--- config.mk ---
export PLATFORM = sky130hd
export DESIGN_NAME = gray_sweep_sched
export DESIGN_NICKNAME = d
export VERILOG_FILES = /design/src/rtl/gray_sweep_pkg.sv /design/src/rtl/rr_arbiter.sv /design/src/rtl/gray_sweep_sched.sv
export SDC_FILE = /design/constraint.sdc
export NUM_CORES = 1
export LEC_CHECK = 0
export ABC_AREA = 1
export BUFFER_PORTS_ARGS = -buffer_cell sky130_fd_sc_hd__buf_2
export CAP_MARGIN = 30
export CORE_AREA = 2 2 53 55
export CTS_CLUSTER_DIAMETER = 40
export DETAILED_ROUTE_END_ITERATION = 8
export DIE_AREA = 0 0 55 57
export PLACE_DENSITY = 0.75
export SLEW_MARGIN = 5
export SYNTH_ARGS = -nofsm -noshare
export SYNTH_HDL_FRONTEND = slang
export SYNTH_SLANG_ARGS = --single-unit
--- constraint.sdc ---
create_clock -name clk -period 2.6 [get_ports clk]
set_input_delay 0.52 -clock clk [delete_from_list [all_inputs] [get_ports clk]]
set_output_delay 0.52 -clock clk [all_outputs]
set_load 0.005 [all_outputs]
--- src/rtl/gray_sweep_pkg.sv ---
// Shared types and helpers for the Gray-coded sweep scheduler.
// Optional early-termination feature is enabled with GRAY_SWEEP_ABORT_EN.
package gray_sweep_pkg;

    typedef enum logic [1:0] {
        IDLE = 2'd0,
        RUN  = 2'd1,
        DONE = 2'd2
    } state_t;

    localparam int GRAY_MAX_W = 32;

    // Address width for a sweep of `size` entries; never below 1 bit.
    function automatic int addr_w(input int size);
        return (size < 2) ? 1 : $clog2(size);
    endfunction

    // Works for any width up to GRAY_MAX_W; callers size-cast in and out.
    function automatic logic [GRAY_MAX_W-1:0] bin2gray(input logic [GRAY_MAX_W-1:0] b);
        return b ^ (b >> 1);
    endfunction

endpackage

--- src/rtl/rr_arbiter.sv ---
// Combinational round-robin arbiter: first asserted request at or after ptr wins.
module rr_arbiter #(
    parameter  int NREQ = 4,
    localparam int PW   = $clog2(NREQ)
) (
    input  logic [NREQ-1:0] req,
    input  logic [PW-1:0]   ptr,
    output logic [NREQ-1:0] gnt,
    output logic            valid
);

    always_comb begin
        int            sum;
        logic [PW-1:0] idx;
        gnt   = '0;
        valid = 1'b0;
        sum   = 0;
        idx   = '0;
        for (int i = 0; i < NREQ; i++) begin
            sum = int'(ptr) + i;
            if (sum >= NREQ) sum = sum - NREQ;
            idx = PW'(sum);
            if (!valid && req[idx]) begin
                gnt[idx] = 1'b1;
                valid    = 1'b1;
            end
        end
    end

endmodule

--- src/rtl/gray_sweep_sched.sv ---
// Round-robin owner of one Gray-coded address sweep engine shared by NREQ clients.
// Define GRAY_SWEEP_ABORT_EN to terminate a sweep when its owner drops req.
module gray_sweep_sched
    import gray_sweep_pkg::*;
#(
    parameter  int NREQ = 4,
    parameter  int SIZE = 16,
    localparam int AW   = addr_w(SIZE),
    localparam int PW   = $clog2(NREQ)
) (
    input  logic            clk,
    input  logic            reset_n,
    input  logic [NREQ-1:0] req,
    input  logic            hold,
    output logic [NREQ-1:0] grant,
    output logic            busy,
    output logic            addr_valid,
    output logic [AW-1:0]   gray,
    output logic            last,
    output logic            done,
    output logic            abort
);

    state_t          state;
    logic [AW-1:0]   bin;
    logic [AW-1:0]   nb;
    logic [NREQ-1:0] arb_gnt;
    logic            arb_valid;
    logic [PW-1:0]   ptr;
    logic [PW-1:0]   win;
    logic [PW-1:0]   ptr_nxt;

    rr_arbiter #(.NREQ(NREQ)) u_arb (
        .req   (req),
        .ptr   (ptr),
        .gnt   (arb_gnt),
        .valid (arb_valid)
    );

    always_comb begin
        win = '0;
        for (int i = 0; i < NREQ; i++)
            if (arb_gnt[i]) win = PW'(i);
    end

    assign ptr_nxt = (win == PW'(NREQ - 1)) ? '0 : win + PW'(1);
    assign nb      = bin + AW'(1);

`ifdef GRAY_SWEEP_ABORT_EN
    logic abort_q;
    logic owner_drop;
    assign owner_drop = ~|(req & grant);
    assign abort      = abort_q;
`else
    assign abort = 1'b0;
`endif

    always_ff @(posedge clk) begin
        if (!reset_n) begin
            state      <= IDLE;
            bin        <= '0;
            gray       <= '0;
            grant      <= '0;
            ptr        <= '0;
            busy       <= 1'b0;
            addr_valid <= 1'b0;
            last       <= 1'b0;
            done       <= 1'b0;
`ifdef GRAY_SWEEP_ABORT_EN
            abort_q    <= 1'b0;
`endif
        end else begin
            done <= 1'b0;
`ifdef GRAY_SWEEP_ABORT_EN
            abort_q <= 1'b0;
`endif
            case (state)
                IDLE: begin
                    if (arb_valid) begin
                        state      <= RUN;
                        grant      <= arb_gnt;
                        ptr        <= ptr_nxt;
                        bin        <= '0;
                        gray       <= '0;
                        busy       <= 1'b1;
                        addr_valid <= 1'b1;
                        last       <= 1'b0;
                    end
                end
                RUN: begin
`ifdef GRAY_SWEEP_ABORT_EN
                    // Owner withdrawal beats both hold and the final address.
                    if (owner_drop) begin
                        state      <= IDLE;
                        grant      <= '0;
                        busy       <= 1'b0;
                        addr_valid <= 1'b0;
                        last       <= 1'b0;
                        abort_q    <= 1'b1;
                    end else
`endif
                    if (!hold) begin
                        if (last) begin
                            state      <= DONE;
                            grant      <= '0;
                            busy       <= 1'b0;
                            addr_valid <= 1'b0;
                            last       <= 1'b0;
                            done       <= 1'b1;
                        end else begin
                            // gray follows the index on the same edge, never a cycle late.
                            bin  <= nb;
                            gray <= AW'(bin2gray(GRAY_MAX_W'(nb)));
                            last <= (nb == AW'(SIZE - 1));
                        end
                    end
                end
                default: state <= IDLE;
            endcase
        end
    end

endmodule

==> results.ini <==
[outcome]
status=finished clean

[sta]
fin_skew_ps=0.7799
hold_violations=0
layout_min_cycle_time_ps=2220
min_period_over_period_pct=85.39
fmax_mhz=450.4
tns_ps=0
finalSetupViolCount=0
hold_ws_ps=441.0
maxSlewViolCount=0
rsz0062_at_grt=false

[grt]
grt_pass1_vias=1041
top_usage_layer=met2
gr-total-overflow=0
grtUsageMet2_pct=27.72
grt_usage_pct=18.35
grt_util_met1_pct=25.86
grt_max_degree=12
met3_usage_pct=4.974
antenna_found_initial=0
grt_pass1_wl_mm=4.347

[layout]
utilization_pct=56.27
diodes=0
syn_to_final_growth_pct=8.387
drive_above_1_share_pct=21.13
finalNetCount=231
instances_no_fill=244
fillers=276
fin_area_um2=1471

[setup_path]
worstPathRequired_ps=2780
start_kind=flip-flop
regToRegStartpoint=ptr[1]$_SDFFE_PN0P_
path_class=flip-flop to flip-flop
crit_fanout=11
rrSetupSlack_ps=380
startpoint=ptr[1]$_SDFFE_PN0P_
r2r_end=gray[1]$_SDFFE_PN0P_
r2r_cells=10
critPathArrivalTime_ps=2400
worstSetupEndpointType=flip-flop
endpoint=gray[1]$_SDFFE_PN0P_

[floorplan]
initial_core_util_pct=51.91
placement_rows=19
core-area_um2=2615
fp.dieH_um=57
die_area_um2=3135
die_w_um=55
io_pins=20

[logic_synthesis]
ys_types=27
synthCells=196
mappedNetlistArea_um2=1358
yosys_warnings=0
synth_nets=212
ys_ff_latch=18
ys.flop_type=dfxtp_1
postSynthAreaPerCell_um2=6.926
synth_edf_count=0
synth-async-reset-ratio_pct=0
synth_seq_area_share_pct=26.54

[min_path]
hp-class=input pin to flip-flop

[power_and_ir_drop]
clkPwrFrac_pct=8.4
swShare_pct=51.83
leakagePower_nw=0.7323
power_density_nw_per_um2=1126
vdd_drop_max_uv=681.8
combPwrFrac_pct=65.2
internal_power_uw=798.3
pwr-share-seq_pct=26.5
switchingPower_uw=858.8

[cts]
clkSlewWorstSetupHoldPaths_ps=100
htreeDepth=1
cts_root_buf=clkbuf_4
cts_buffer_depth=2
clock_sinks=18
cts_tree=built
postCtsSetupBuffers=0
clkLatencyLatePin_ps=290
holdBufCountCts=0
cts_resized=0
cts_made_buffers=3

[placed_design]
post-place-cells=241
placedInstanceArea_um2=1449
port_buffers=18
hpwl_mm=2.032
gp_congestion=0.8647

[drt]
drt-vias-per-instance=5.090
vias=1242
wl_per_cell_um=10.43
antenna_left=0
finalWirelength_mm=2.545
dr.pass1.iters=4
drc=0
drtIter0Drc=20

[job]
cap_viol_max_count=0

## kinds of logic after synthesis
group / share of synthesized area [%]
fa+ha+maj: 8.295
other cells: 0.2762
compound gates: 11.34
buf+inv: 10.87
xor+xnor: 1.291
simple gates: 41.38
flops: 26.54
## how the worst min path moves through the flow
| stage | startpoint | to | slack (ps) | cells after the start |
|---|---|---|---|---|
| 6_report | hold | done$_SDFF_PP0_ | 440 | 2 |
| 3_5_place_dp | gray[1]$_SDFFE_PN0P_ | gray[1]$_SDFFE_PN0P_ | 440 | 2 |
| 2_1_floorplan | gray[1]$_SDFFE_PN0P_ | gray[1]$_SDFFE_PN0P_ | 440 | 2 |
| 5_1_grt | hold | done$_SDFF_PP0_ | 430 | 2 |
| 3_3_place_gp | gray[1]$_SDFFE_PN0P_ | gray[1]$_SDFFE_PN0P_ | 440 | 2 |
| 4_1_cts | hold | state[1]$_SDFFE_PN0P_ | 430 | 2 |
## cells in the mapped netlist (2+ instances only)
library cell | instances | area (um^2)
a21oi_1 | 13 | 65.06
a22oi_2 | 3 | 37.54
buf_4 | 3 | 22.52
buf_6 | 2 | 22.52
dfxtp_1 | 18 | 360.4
ha_1 | 9 | 112.6
inv_1 | 23 | 86.33
nand2_1 | 52 | 195.2
nand2_2 | 5 | 31.28
nand2_4 | 5 | 56.30
nand3_1 | 23 | 115.1
nand3_4 | 3 | 52.55
nand4_1 | 3 | 18.77
nor2_1 | 16 | 60.06
nor2_2 | 2 | 12.51
nor3_1 | 2 | 10.01
o21ai_0 | 4 | 20.02
## metal layers
layer / part of all wire (%) / vias up
li1: - / 664
met1: 50 / 550
met2: 45 / 24
met3: 4.0 / 4
met4: 1.1 / 0
met5: 0 / -
## per-stage QoR
step	total power, mW	setup WS (ps)
6_report	1.657	379.8
3_5_place_dp	1.525	368.3
3_3_place_gp	1.508	472.2
4_1_cts	1.665	365.7
5_1_grt	1.840	130.6
2_1_floorplan	1.324	716.4
## sequential cells by signal (all words and copies together) (netlist names)
register and flops:
grant 4, state 2, bin 4, gray 3, done 1, addr_valid 1, last 1, ptr 2
## cell usage in the layout (no fill, tap or decap), drive strengths merged, types with 2 or more instances in the layout
master,n
a21oi,13
a22oi,3
nor2,18
buf,19
nor3,2
ha,9
nand2,62
nand3,27
dfxtp,18
o21ai,6
nand4,3
inv,25
clkbuf,3
## worst max-delay path, cell delays in order, from the launching register on
cell and delay, ps:
dfxtp_1 530, inv_2 140, ha_1 340, inv_1 110, nand3_1 80, nand2_1 210, nor2_1 80, nand2_1 90
nand3_2 240, o21ai_0 240, a21oi_1 50
## layout make-up
| class | instances | area (um^2) | share of cell area [%] |
|---|---|---|---|
| Clock buffer | 3 | 22.52 | 1.531 |
| Inverter | 26 | 102.6 | 6.973 |
| Multi-Input combinational cell | 147 | 849.6 | 57.74 |
| Sequential cell | 18 | 360.3 | 24.49 |
| Tap cell | 31 | 38.79 | 2.636 |
| Timing Repair Buffer | 19 | 97.59 | 6.633 |
## power by group through the flow
stage,combinational (mW),clock [mW],sequential (mW)
finish,1.08,0.139,0.439
global route,1.23,0.152,0.454
CTS,1.08,0.143,0.439
detailed placement,1.08,0,0.445
global placement,1.07,0,0.442
floorplan,0.882,0,0.442
No activity file was read; power rests on OpenSTA's default activity.
